<file path="src/rtl/mcp3008_pkg.sv">
// Shared definitions for the MCP3008 emulator and the on-chip MCP3008 ADC driver.
package mcp3008_pkg;

  localparam int unsigned CMD_BITS   = 4;
  localparam int unsigned DATA_BITS  = 10;
  localparam int unsigned N_CHANNELS = 8;
  localparam int unsigned CH_W       = 3;

  typedef enum logic [2:0] {
    IDLE,
    START,
    CMD,
    NULLB,
    DATA,
    TRAIL
  } state_e;

endpackage

</file>
<file path="src/rtl/sync_edge_detect.sv">
// Multi-flop synchroniser for an asynchronous input, with registered 1-cycle rise/fall pulses.
module sync_edge_detect #(
  parameter int unsigned SyncStages = 2,
  parameter logic        ResetVal   = 1'b0
) (
  input  logic clk,
  input  logic rst,
  input  logic d_i,
  output logic sync_o,
  output logic rise_o,
  output logic fall_o
);

  logic [SyncStages-1:0] sync_q;
  logic                  prev_q;
  logic                  rise_q;
  logic                  fall_q;

  assign sync_o = sync_q[SyncStages-1];

  always_ff @(posedge clk or posedge rst) begin
    if (rst) begin
      sync_q <= {SyncStages{ResetVal}};
      prev_q <= ResetVal;
      rise_q <= 1'b0;
      fall_q <= 1'b0;
    end else begin
      sync_q[0] <= d_i;
      for (int i = 1; i < SyncStages; i++) begin
        sync_q[i] <= sync_q[i-1];
      end
      prev_q <= sync_o;
      rise_q <= sync_o & ~prev_q;
      fall_q <= ~sync_o & prev_q;
    end
  end

  assign rise_o = rise_q;
  assign fall_o = fall_q;

endmodule

</file>
<file path="src/rtl/mcp3008_emulator.sv">
// SPI responder emulating an MCP3008 ADC; serves fabric-loaded channel registers to an initiator.
module mcp3008_emulator
  import mcp3008_pkg::*;
#(
  parameter int unsigned SYNC_STAGES  = 2,
  parameter int unsigned SAMPLE_WIDTH = 10,
  parameter int unsigned N_CHANNELS   = 8
) (
  input  logic                    clk,
  input  logic                    rst,
  input  logic                    axiiv,
  input  logic [SAMPLE_WIDTH-1:0] axiid,
  input  logic [CH_W-1:0]         axiich,
  input  logic                    spi_cs_n,
  input  logic                    spi_clk,
  input  logic                    spi_din,
  output logic                    spi_dout,
  output logic                    spi_dout_en,
  output logic                    axiov,
  output logic [CH_W-1:0]         axiod,
  output logic                    axiodiff
);

  localparam logic [1:0] CntLast = 2'(CMD_BITS - 1);
  localparam logic [3:0] IdxMsb  = 4'(DATA_BITS - 1);

  logic cs_sync, din_sync, sclk_rise, sclk_fall;
  logic cs_rise_unused, cs_fall_unused, din_rise_unused, din_fall_unused, sclk_sync_unused;

  // cs_n idles high, so its synchroniser resets to 1 to avoid a spurious select.
  sync_edge_detect #(.SyncStages(SYNC_STAGES), .ResetVal(1'b1)) u_sync_cs (
    .clk    (clk),
    .rst    (rst),
    .d_i    (spi_cs_n),
    .sync_o (cs_sync),
    .rise_o (cs_rise_unused),
    .fall_o (cs_fall_unused)
  );

  sync_edge_detect #(.SyncStages(SYNC_STAGES), .ResetVal(1'b0)) u_sync_din (
    .clk    (clk),
    .rst    (rst),
    .d_i    (spi_din),
    .sync_o (din_sync),
    .rise_o (din_rise_unused),
    .fall_o (din_fall_unused)
  );

  sync_edge_detect #(.SyncStages(SYNC_STAGES), .ResetVal(1'b0)) u_sync_sclk (
    .clk    (clk),
    .rst    (rst),
    .d_i    (spi_clk),
    .sync_o (sclk_sync_unused),
    .rise_o (sclk_rise),
    .fall_o (sclk_fall)
  );

  logic [SAMPLE_WIDTH-1:0] regs_q [N_CHANNELS];

  always_ff @(posedge clk or posedge rst) begin
    if (rst) begin
      for (int i = 0; i < N_CHANNELS; i++) begin
        regs_q[i] <= '0;
      end
    end else if (axiiv) begin
      regs_q[axiich] <= axiid;
    end
  end

  state_e                  state_q;
  logic [CMD_BITS-1:0]     cmd_q;
  logic [1:0]              cnt_q;
  logic [3:0]              idx_q;
  logic                    last_q;
  logic [SAMPLE_WIDTH-1:0] snap_q;
  logic                    dout_q, dout_en_q, axiov_q, axiodiff_q;
  logic [CH_W-1:0]         axiod_q;

  always_ff @(posedge clk or posedge rst) begin
    if (rst) begin
      state_q    <= IDLE;
      cmd_q      <= '0;
      cnt_q      <= '0;
      idx_q      <= '0;
      last_q     <= 1'b0;
      snap_q     <= '0;
      dout_q     <= 1'b0;
      dout_en_q  <= 1'b0;
      axiov_q    <= 1'b0;
      axiod_q    <= '0;
      axiodiff_q <= 1'b0;
    end else begin
      axiov_q <= 1'b0;
      if (cs_sync) begin
        state_q   <= IDLE;
        dout_q    <= 1'b0;
        dout_en_q <= 1'b0;
      end else begin
        unique case (state_q)
          IDLE: state_q <= START;
          START: begin
            if (sclk_rise && din_sync) begin
              state_q <= CMD;
              cnt_q   <= '0;
            end
          end
          CMD: begin
            if (sclk_rise) begin
              cmd_q <= {cmd_q[CMD_BITS-2:0], din_sync};
              cnt_q <= cnt_q + 2'd1;
              // Register read sees the pre-write value if axiiv lands on this edge.
              if (cnt_q == CntLast) begin
                snap_q  <= regs_q[{cmd_q[1:0], din_sync}];
                state_q <= NULLB;
              end
            end
          end
          NULLB: begin
            if (sclk_fall) begin
              dout_en_q <= 1'b1;
              dout_q    <= 1'b0;
              idx_q     <= IdxMsb;
              last_q    <= 1'b0;
              state_q   <= DATA;
            end
          end
          DATA: begin
            if (sclk_fall) begin
              dout_q <= snap_q[idx_q];
              if (idx_q == 4'd0) begin
                last_q <= 1'b1;
              end else begin
                idx_q <= idx_q - 4'd1;
              end
            end else if (sclk_rise && last_q) begin
              axiov_q    <= 1'b1;
              axiod_q    <= cmd_q[CH_W-1:0];
              axiodiff_q <= cmd_q[CMD_BITS-1];
              state_q    <= TRAIL;
            end
          end
          TRAIL: begin
            if (sclk_fall) begin
              dout_q <= 1'b0;
            end
          end
          default: state_q <= IDLE;
        endcase
      end
    end
  end

  assign spi_dout    = dout_q;
  assign spi_dout_en = dout_en_q;
  assign axiov       = axiov_q;
  assign axiod       = axiod_q;
  assign axiodiff    = axiodiff_q;

endmodule

</file>
<file path="config.mk">
export PLATFORM = sky130hd
export DESIGN_NAME = mcp3008_emulator
export DESIGN_NICKNAME = d
export VERILOG_FILES = /design/src/rtl/mcp3008_pkg.sv /design/src/rtl/sync_edge_detect.sv /design/src/rtl/mcp3008_emulator.sv
export SDC_FILE = /design/constraint.sdc
export NUM_CORES = 1
export LEC_CHECK = 0
export ABC_AREA = 1
export CELL_PAD_IN_SITES_DETAIL_PLACEMENT = 1
export CELL_PAD_IN_SITES_GLOBAL_PLACEMENT = 1
export CORE_MARGIN = 2
export CORE_UTILIZATION = 49
export DETAILED_ROUTE_END_ITERATION = 8
export GPL_ROUTABILITY_DRIVEN = 0
export PLACE_DENSITY_LB_ADDON = 0.1
export SYNTH_ARGS = -nofsm -noshare
export SYNTH_HDL_FRONTEND = slang
export SYNTH_SLANG_ARGS = --single-unit
</file>
<file path="constraint.sdc">
create_clock -name clk -period 6.75 [get_ports clk]
set_input_delay 1.6875 -clock clk [delete_from_list [all_inputs] [get_ports clk]]
set_output_delay 1.6875 -clock clk [all_outputs]
set_load 0.02 [all_outputs]
</file>
==> results of run 1 <==
[cell usage in the layout, fill, tap and decap left out, types with 2 or more instances in the layout]
cell type / instances
nand3_2: 3
nand4_1: 2
nor2_4: 2
o21ai_0: 112
o211ai_1: 10
nor2_2: 2
bufinv_16: 3
clkbuf_8: 3
ha_1: 2
nor2_1: 75
clkbuf_1: 5
o21ai_1: 11
inv_1: 37
nand2_4: 2
clkinvlp_4: 2
dfrtp_1: 118
nand2_1: 166
clkinv_2: 3
nand2_2: 9
clkdlybuf4s50_1: 25
nand3_1: 46
clkbuf_16: 16
dfstp_2: 2
buf_4: 3
o21ai_2: 4
inv_2: 10
[cell families (layout without fill, tap and decap cells)]
group | count (synthesis) | after routing
compound gates | 140 | 140
xor+xnor | 1 | 1
fa+ha+maj | 2 | 2
buf+inv | 82 | 109
flops | 120 | 120
simple gates | 313 | 313
[per-layer routing]
layer | track usage | vias up | share of wire
met5 | 0 | - | 0
li1 | - | 2159 | -
met3 | 0.0569 | 15 | 0.034
met1 | 0.343 | 2310 | 0.45
met2 | 0.478 | 92 | 0.51
met4 | 0.0850 | 0 | 0.012
[power by group]
| part | total, mW | internal (mW) | leakage [nW] | switching (mW) |
|---|---|---|---|---|
| sequential | 0.920 | 0.833 | 1.54 | 0.0872 |
| clock | 0.899 | 0.580 | 0.279 | 0.319 |
| combinational | 0.447 | 0.154 | 1.21 | 0.293 |
| total | 2.27 | 1.57 | 3.03 | 0.699 |
[final cells by class]
cell class | count | area, um^2
clock buffer | 24 | 460
inverter | 49 | 200
multi-input combinational | 456 | 2140
fill | 1294 | 4510
clock inverter | 8 | 120
sequential | 120 | 3010
timing repair buffer | 28 | 273
tap | 140 | 175
[worst paths after layout]
check	from	endpoint	slack [ps]	depth (start not counted)
setup / recovery	spi_dout	spi_dout	3560	1
hold / removal	u_sync_sclk.sync_q[0]	u_sync_sclk.sync_q[1]	350	0
setup reg to reg	u_sync_din.sync_q[1]	snap_q[8]	4410	6
hold reg to reg	u_sync_sclk.sync_q[0]	u_sync_sclk.sync_q[1]	350	0
max in group asynchronous	rst	u_sync_sclk.prev_q	3840	3
min in group asynchronous	rst	regs_q[8]	1700	2
[sequential cells by signal, summed over array words and instances, names as in the netlist]
register and flops:
regs_q 80, snap_q 10, cmd_q 4, idx_q 4, axiod 3, state_q 3
cnt_q 2, u_sync_cs.sync_q 2, u_sync_din.sync_q 2, u_sync_sclk.sync_q 2, axiodiff 1, axiov 1
last_q 1, spi_dout 1, spi_dout_en 1, u_sync_sclk.fall_o 1, u_sync_sclk.prev_q 1, u_sync_sclk.rise_o 1
[metrics by stage]
stage	instance area, um^2	hold slack [ps]	setup slack (ps)	utilization	total power [mW]
finish	6370	348	3560	0.585	2.27
CTS	6370	349	3540	0.585	2.27
global placement	5790	335	3240	0.532	1.33
floorplan	5470	331	1880	-	1.23
global route	6370	352	3510	0.585	2.38
detailed placement	5790	339	3180	0.532	1.36
==> insert_results.sql, run 1 <==
INSERT INTO impl_metrics (metric_group, metric, value, unit) VALUES
('cts', 'tritoncts_clock_tree', 'yes', ''),
('setup_path', 'critical_path.endpoint_type', 'output port', ''),
('yosys', 'synth.most_common_cell', 'nand2_1', ''),
('floorplan', 'area_enclosed_by_the_die_boundary', '12000', 'um^2'),
('yosys', 'synth.top_cells.by_area', 'dfrtp_1, nand2_1, o21ai_0, nor2_1, nand3_1', ''),
('cts', 'clk_root_buffer_cell', 'clkbuf_8', ''),
('cts', 'postCtsResizedCells', '0', ''),
('route', 'violation_count_after_the_first_detailed_route_iteration', '328', ''),
('placed_design', 'numPlacedInstances', '793', ''),
('run_status', 'outcome', 'finished clean', ''),
('power', 'cellLeakagePower', '3.03', 'nW'),
('cts', 'cts_made_buffers', '17', ''),
('power', 'vdd.ir_drop.worst', '0.216', 'mV'),
('sta', 'finalMaxSlewViolations', '0', ''),
('placed_design', 'detailed_place_hpwl', '9.62', 'mm'),
('final_layout', 'antenna_cells_inserted', '0', ''),
('route', 'avgRoutedWirePerCell', '18.4', 'um'),
('floorplan', 'core_area', '10900', 'um^2'),
('yosys', 'synth.yosys.warnings', '0', ''),
('floorplan', 'io-pin-count', '26', ''),
('floorplan', 'die_height', '110', 'um'),
('setup_path', 'crit_chain', 'clkdlybuf4s50_1', ''),
('sta', 'timing_worst_slew_pin_value', '1100', 'ps'),
('setup_path', 'critPathTopFamily', 'buffers and inverters', ''),
('job', 'maxCapViolCount', '0', ''),
('yosys', 'post_synth_xor_xnor_area', '0.00160', ''),
('sta', 'finalClockSkew', '10.1', 'ps'),
('yosys', 'synth-adder-area-share', '0.00457', ''),
('hold_path', 'worstHoldPathType', 'reg -> reg', ''),
('yosys', 'postSynth.topFlopCell', 'dfrtp_1', ''),
('yosys', 'post_synth_num_cell_types', '32', ''),
('setup_path', 'crit_path_largest_cell_delay', '610', 'ps'),
('yosys', 'yosysSeqAreaShare', '0.549', ''),
('route', 'postRouteAntennaNets', '0', ''),
('setup_path', 'worst_path_max_delay_cell', 'clkdlybuf4s50_1', ''),
('sta', 'finalSetupViolCount', '0', ''),
('sta', 'setup_total_negative_slack', '0', 'ps'),
('final_layout', 'post_route_cells_drive_above_1_share', '0.102', ''),
('yosys', 'yosys-mux-area-fraction', '0', ''),
('global_route', 'grt_max_degree', '75', ''),
('yosys', 'number_of_enable_type_register_cells_in_the_synthesized_netlist', '0', ''),
('setup_path', 'critPathRequiredTime', '5060', 'ps'),
('sta', 'layout_min_cycle_time', '3190', 'ps'),
('floorplan', 'die_width', '110', 'um'),
('power', 'total_power_divided_by_cell_area', '355', 'nW/um^2'),
('cts', 'cts.reportedPaths.clkPinSlew', '60', 'ps'),
('setup_path', 'critical_path.max_fanout', '2', ''),
('yosys', 'synth_nets', '679', ''),
('global_route', 'number_of_antenna_violations_at_the_first_check_in_global_routing', '0', ''),
('route', 'vias', '4576', ''),
('cts', 'holdBufCountCts', '0', ''),
('global_route', 'grt.overflow.total', '0', ''),
('setup_path', 'total_buffers_and_inverters_traversed_by_the_critical_path', '1', ''),
('yosys', 'yosys.area_share.simple', '0.248', ''),
('cts', 'cts.path.max_buffers', '2', ''),
('yosys', 'netlist_instances', '658', ''),
('cts', 'skew_pair_late_insertion_delay', '530', 'ps'),
('yosys', 'synth-compound-area-share', '0.136', ''),
('yosys', 'synth.largest_area_cell', 'dfrtp_1', ''),
('setup_path', 'timing.critical_path.arrival', '1500', 'ps'),
('route', 'avgViaCountPerCell', '5.55', ''),
('placed_design', 'portBuffers', '25', ''),
('yosys', 'syn_avg_cell_area', '8.32', 'um^2'),
('cts', 'cts_setup_buffers', '0', ''),
('route', 'detail_route.wirelength', '15.2', 'mm'),
('sta', 'timing.max_slew.rel_slack', '0.263', ''),
('route', 'drt_drc_violations_left', '0', ''),
('sta', 'rsz0062_at_grt', 'false', ''),
('sta', 'fin_crit_sh', '0.472', ''),
('cts', 'cts_htree_levels', '4', ''),
('floorplan', 'row_count', '38', '');
No activity file was read; power rests on OpenSTA's default activity.
==> run 2, diff against run 1 <==
Settings changed: CORE_UTILIZATION 49 to 41.
Clock period 6.75 ns to 2.65 ns, I/O delays scaled along.
==> insert_results.sql, run 2 (synthesis gave the netlist of run 1 again) <==
INSERT INTO impl_metrics (metric_group, metric, value, unit) VALUES
('setup_path', 'crit_chain', 'clkdlybuf4s50_1', ''),
('cts', 'cts_htree_levels', '4', ''),
('setup_path', 'timing.reg2reg.worst_path_depth', '6', ''),
('cts', 'cts.path.max_buffers', '2', ''),
('setup_path', 'critical_path.endpoint_type', 'output port', ''),
('route', 'vias', '4490', ''),
('sta', 'finalClockSkew', '15.7', 'ps'),
('hold_path', 'holdPathEnd', 'u_sync_sclk.sync_q[1]', ''),
('power', 'switching_power_summed_over_all_nets', '1.76', 'mW'),
('cts', 'skew_pair_late_insertion_delay', '420', 'ps'),
('route', 'violation_count_after_the_first_detailed_route_iteration', '285', ''),
('setup_path', 'timing.critical_path.arrival', '1370', 'ps'),
('sta', 'finalMaxSlewViolations', '0', ''),
('route', 'detail_route.wirelength', '14.8', 'mm'),
('cts', 'clk_root_buffer_cell', 'clkbuf_16', ''),
('global_route', 'number_of_global_route_vias_before_repair', '4685', ''),
('route', 'avgRoutedWirePerCell', '16.9', 'um'),
('power', 'internal-power', '4.03', 'mW'),
('job', 'maxCapViolCount', '0', ''),
('floorplan', 'die_height', '120', 'um'),
('placed_design', 'portBuffers', '25', ''),
('route', 'postRouteAntennaNets', '0', ''),
('final_layout', 'top_register', 'regs_q', ''),
('power', 'power.combinational.fraction', '0.191', ''),
('floorplan', 'area_enclosed_by_the_die_boundary', '14300', 'um^2'),
('final_layout', 'largest_register_ffs', '80', ''),
('sta', 'setup_total_negative_slack', '0', 'ps'),
('sta', 'final-hold-violation-count', '0', ''),
('final_layout', 'fill_cells', '1567', ''),
('power', 'power_frac_clock', '0.401', ''),
('global_route', 'number_of_antenna_violations_at_the_first_check_in_global_routing', '0', ''),
('power', 'total_power_divided_by_cell_area', '884', 'nW/um^2'),
('route', 'drt-pass1-iter-count', '4', ''),
('floorplan', 'initial_utilization', '0.417', ''),
('cts', 'cts_made_buffers', '17', ''),
('floorplan', 'die_width', '120', 'um'),
('sta', 'timing.max_slew.rel_slack', '0.561', ''),
('power', 'cellLeakagePower', '3.09', 'nW'),
('final_layout', 'post_route_cells_drive_above_1_share', '0.118', ''),
('setup_path', 'critical_path.max_fanout', '2', ''),
('final_layout', 'antenna_cells_inserted', '0', ''),
('final_layout', 'final_cell_mix', 'nand2_1, dfrtp_1, o21ai_0, nor2_1, nand3_1', ''),
('setup_path', 'reg2reg_from', 'state_q[2]', ''),
('cts', 'postCtsResizedCells', '0', ''),
('setup_path', 'critPathTopFamily', 'buffers and inverters', ''),
('setup_path', 'worst_path_max_delay_cell', 'clkdlybuf4s50_1', ''),
('route', 'avgViaCountPerCell', '5.15', ''),
('global_route', 'wire_length_of_the_first_global_routing_pass', '25.0', 'mm'),
('final_layout', 'layout.nets', '703', ''),
('sta', 'finalSetupViolCount', '0', ''),
('final_layout', 'layout_top_registers', 'regs_q: 80 flops, snap_q: 10 flops', ''),
('hold_path', 'worstHoldPathType', 'reg -> reg', ''),
('hold_path', 'worst_hold_path.num_cells', '0', ''),
('floorplan', 'row_count', '42', ''),
('floorplan', 'io-pin-count', '26', ''),
('route', 'drt_drc_violations_left', '0', ''),
('global_route', 'grt.overflow.total', '0', ''),
('setup_path', 'r2r_slack', '790', 'ps'),
('run_status', 'outcome', 'finished clean', ''),
('global_route', 'grt.total_usage', '0.228', ''),
('cts', 'cts.reportedPaths.clkPinSlew', '50', 'ps'),
('sta', 'clock.fmax', '492', 'MHz'),
('sta', 'fin_crit_sh', '0.766', ''),
('setup_path', 'worstSetupPathType', 'reg -> out', ''),
('sta', 'rsz0062_at_grt', 'false', ''),
('setup_path', 'crit_path_largest_cell_delay', '610', 'ps'),
('power', 'vdd.ir_drop.worst', '0.477', 'mV'),
('cts', 'tritoncts_clock_tree', 'yes', ''),
('sta', 'layout_min_cycle_time', '2030', 'ps'),
('setup_path', 'total_buffers_and_inverters_traversed_by_the_critical_path', '1', ''),
('final_layout', 'flow.area_growth_from_synthesis', '19.6', '%'),
('setup_path', 'cp-start-kind', 'register', ''),
('floorplan', 'core_area', '13100', 'um^2'),
('global_route', 'grt_max_degree', '49', ''),
('power', 'power', '5.79', 'mW'),
('cts', 'numClockSinks', '120', ''),
('sta', 'timing_worst_slew_pin_value', '656', 'ps'),
('final_layout', 'final_common_cell', 'nand2_1', ''),
('setup_path', 'critical_path.reg2reg.endpoint', 'snap_q[0]', ''),
('cts', 'holdBufCountCts', '0', ''),
('power', 'switching_share', '0.304', ''),
('setup_path', 'critPathRequiredTime', '1990', 'ps'),
('placed_design', 'detailed_place_hpwl', '10.0', 'mm'),
('sta', 'hold-worst-slack', '346', 'ps'),
('cts', 'cts_setup_buffers', '0', ''),
('hold_path', 'holdCritStartpoint', 'u_sync_sclk.sync_q[0]', ''),
('power', 'sequential_power_share', '0.408', '');
## run 2: how the worst max path moves through the flow
| stage | cells past startpoint | to | slack [ps] | start |
|---|---|---|---|---|
| finish | 1 | axiod[2] | 620 | axiod[2] |
| global route | 1 | axiod[2] | 560 | axiod[2] |
| CTS | 1 | axiod[2] | 580 | axiod[2] |
| detailed placement | 5 | regs_q[59] | 320 | axiiv |
| global placement | 5 | regs_q[52] | 410 | axiiv |
| floorplan | 1 | axiod[0] | 520 | rst |
## run 2: power by group through the flow
stage                     combinational [mW]  clock, mW  sequential [mW]
after detailed placement                1.11          0             2.39
after global placement                  1.06          0             2.37
after CTS                               1.12       2.37             2.36
after floorplan                        0.851          0             2.28
final                                   1.11       2.32             2.37
after global routing                    1.28       2.46             2.41
## run 2: worst register-to-register path, stage by stage, from the launching register on
cell     delay [ps]
dfrtp_1         480
nor2_2          220
nand2_2         120
nor3_4          490
inv_2           220
nand2_1         130
nand2_1          80
## run 2: per-stage QoR
stage | cells | instance area (um^2) | utilization | setup slack [ps]
CTS | 871 | 6550 | 0.498 | 585
finish | 871 | 6550 | 0.498 | 619
detailed placement | 839 | 5950 | 0.453 | 319
floorplan | 658 | 5480 | - | 520
global placement | 839 | 5950 | 0.453 | 413
global route | 871 | 6550 | 0.498 | 561
## run 2: layout make-up
cell class / count / area (um^2) / area share
sequential: 120 / 3010 / 0.459
multi-input combinational: 456 / 2140 / 0.327
clock buffer: 25 / 505 / 0.0772
timing repair buffer: 38 / 385 / 0.0589
tap: 176 / 220 / 0.0336
inverter: 49 / 201 / 0.0308
clock inverter: 7 / 90.1 / 0.0138
## run 2: per-layer routing
layer,vias up,part of all wire,global-route usage
li1,2173,-,-
met1,2248,0.46,0.305
met2,59,0.49,0.373
met3,10,0.035,0.0523
met4,0,0.012,0.0684
met5,-,0,0
==> run 3, diff against run 2 <==
Settings changed: CORE_UTILIZATION 41 to 46.
Clock period 2.65 ns to 2.1 ns, I/O delays scaled along.
==> insert_results.sql, run 3 (synthesis gave the netlist of run 1 again) <==
INSERT INTO impl_metrics (metric_group, metric, value, unit) VALUES
('floorplan', 'die_width', '113', 'um'),
('cts', 'tritoncts_clock_tree', 'yes', ''),
('final_layout', 'top_register', 'regs_q', ''),
('sta', 'timing.max_slew.rel_slack', '0.635', ''),
('final_layout', 'final_cell_mix', 'nand2_1, dfrtp_1, o21ai_0, nor2_1, nand3_1', ''),
('placed_design', 'portBuffers', '25', ''),
('floorplan', 'initial_utilization', '0.475', ''),
('route', 'avgViaCountPerCell', '5.57', ''),
('route', 'detail_route.wirelength', '16.0', 'mm'),
('setup_path', 'total_buffers_and_inverters_traversed_by_the_critical_path', '1', ''),
('sta', 'final-hold-violation-count', '0', ''),
('placed_design', 'detailed_place_hpwl', '10.5', 'mm'),
('placed_design', 'pre_cts_ws', '108', 'ps'),
('hold_path', 'worstHoldPathType', 'reg -> reg', ''),
('cts', 'cts_setup_buffers', '0', ''),
('hold_path', 'holdCritStartpoint', 'u_sync_din.sync_q[0]', ''),
('placed_design', 'numPlacedInstances', '809', ''),
('cts', 'cts.path.max_buffers', '2', ''),
('sta', 'hold-worst-slack', '348', 'ps'),
('setup_path', 'critical_path.reg2reg.endpoint', 'idx_q[3]', ''),
('route', 'drt_drc_violations_left', '5', ''),
('cts', 'postCtsResizedCells', '0', ''),
('cts', 'skew_pair_late_insertion_delay', '420', 'ps'),
('sta', 'finalSetupViolCount', '0', ''),
('final_layout', 'largest_register_ffs', '80', ''),
('floorplan', 'row_count', '39', ''),
('route', 'drt-pass1-iter-count', '7', ''),
('setup_path', 'critical_path.max_fanout', '2', ''),
('floorplan', 'die_height', '113', 'um'),
('sta', 'finalClockSkew', '5.66', 'ps'),
('hold_path', 'worst_hold_path.num_cells', '0', ''),
('floorplan', 'area_enclosed_by_the_die_boundary', '12800', 'um^2'),
('cts', 'holdBufCountCts', '0', ''),
('setup_path', 'r2r_slack', '290', 'ps'),
('floorplan', 'io-pin-count', '26', ''),
('setup_path', 'crit_path_largest_cell_delay', '610', 'ps'),
('sta', 'timing_worst_slew_pin_value', '547', 'ps'),
('job', 'maxCapViolCount', '0', ''),
('final_layout', 'finalInstanceArea', '6540', 'um^2'),
('global_route', 'grt.total_usage', '0.272', ''),
('power', 'vdd.ir_drop.worst', '0.531', 'mV'),
('sta', 'finalMaxSlewViolations', '0', ''),
('power', 'total_power_divided_by_cell_area', '1140', 'nW/um^2'),
('floorplan', 'core_area', '11500', 'um^2'),
('run_status', 'failed_checks', 'DRC', ''),
('hold_path', 'holdPathEnd', 'u_sync_din.sync_q[1]', ''),
('sta', 'rsz0062_at_grt', 'false', ''),
('cts', 'numClockSinks', '120', ''),
('setup_path', 'timing.reg2reg.worst_path_depth', '7', ''),
('sta', 'setup_total_negative_slack', '0', 'ps'),
('setup_path', 'timing.critical_path.arrival', '1380', 'ps'),
('power', 'cellLeakagePower', '3.12', 'nW'),
('placed_design', 'placedInstanceArea', '5950', 'um^2'),
('power', 'power', '7.46', 'mW'),
('route', 'postRouteAntennaNets', '0', ''),
('global_route', 'wire_length_of_the_first_global_routing_pass', '26.5', 'mm'),
('sta', 'layout_min_cycle_time', '1910', 'ps'),
('global_route', 'number_of_global_route_vias_before_repair', '5161', ''),
('global_route', 'number_of_antenna_violations_at_the_first_check_in_global_routing', '0', ''),
('final_layout', 'post_route_cells_drive_above_1_share', '0.122', ''),
('global_route', 'grt.overflow.total', '0', ''),
('final_layout', 'end_of_flow_core_utilization', '0.568', ''),
('setup_path', 'critical_path.endpoint_type', 'output port', ''),
('final_layout', 'flow.area_growth_from_synthesis', '19.5', '%'),
('cts', 'cts.reportedPaths.clkPinSlew', '50', 'ps'),
('sta', 'fin_crit_sh', '0.908', ''),
('global_route', 'grt_max_degree', '53', ''),
('final_layout', 'antenna_cells_inserted', '0', ''),
('setup_path', 'reg2reg_from', 'idx_q[0]', ''),
('final_layout', 'final_common_cell', 'nand2_1', ''),
('cts', 'cts_made_buffers', '17', ''),
('setup_path', 'worstSetupPathType', 'reg -> out', ''),
('route', 'avgRoutedWirePerCell', '19.0', 'um'),
('setup_path', 'worst_path_max_delay_cell', 'clkdlybuf4s50_1', ''),
('route', 'violation_count_after_the_first_detailed_route_iteration', '344', ''),
('sta', 'final.setup.worst_slack', '193', 'ps'),
('cts', 'cts_htree_levels', '4', ''),
('cts', 'clk_root_buffer_cell', 'clkbuf_16', ''),
('setup_path', 'critPathTopFamily', 'buffers and inverters', ''),
('sta', 'clock.fmax', '524', 'MHz'),
('final_layout', 'layout_top_registers', 'regs_q: 80 flops, snap_q: 10 flops', ''),
('setup_path', 'cp-start-kind', 'register', ''),
('final_layout', 'layout.cells.non_filler', '840', ''),
('setup_path', 'crit_chain', 'clkdlybuf4s50_1', ''),
('run_status', 'outcome', 'finished with violations', ''),
('final_layout', 'layout.nets', '706', ''),
('route', 'vias', '4676', ''),
('setup_path', 'critPathRequiredTime', '1570', 'ps');
==> run 3: changes by cell type in the layout (fill, tap and decap cells not counted), sizes merged <==
cell	previous run	this run
buf	13	16
clkbuf	25	22
bufinv	3	4
clkinvlp	3	2
clkinv	3	5
==> run 3: worst max path at each step <==
stage | from | endpoint | slack [ps] | cells after the start
3_3_place_gp | axiich[2] | regs_q[28] | 180 | 6
5_1_grt | axiod[2] | axiod[2] | 150 | 1
2_1_floorplan | rst | axiod[0] | 110 | 1
3_5_place_dp | axiich[2] | regs_q[21] | 110 | 6
4_1_cts | axiod[2] | axiod[2] | 170 | 1
6_report | axiod[2] | axiod[2] | 190 | 1
==> run 3: final cells by class <==
| cell class | instances | area [um^2] |
|---|---|---|
| Clock buffer | 22 | 474 |
| Clock inverter | 9 | 123 |
| Fill cell | 1371 | 4970 |
| Inverter | 49 | 201 |
| Multi-Input combinational cell | 456 | 2140 |
| Sequential cell | 120 | 3010 |
| Tap cell | 143 | 179 |
| Timing Repair Buffer | 41 | 420 |
==> run 3: power breakdown <==
part	leakage, nW	switching (mW)	internal, mW
clock network	0.296	1.03	1.94
registers	1.54	0.292	2.68
logic	1.29	1.00	0.517
total	3.12	2.33	5.13
==> run 3: metal layers <==
layer  track usage  part of all wire  vias up
met5             0                 0        -
met4         0.110             0.022        0
met3        0.0611             0.041       26
met2         0.465              0.51      109
met1         0.336              0.43     2354
li1              -                 -     2187
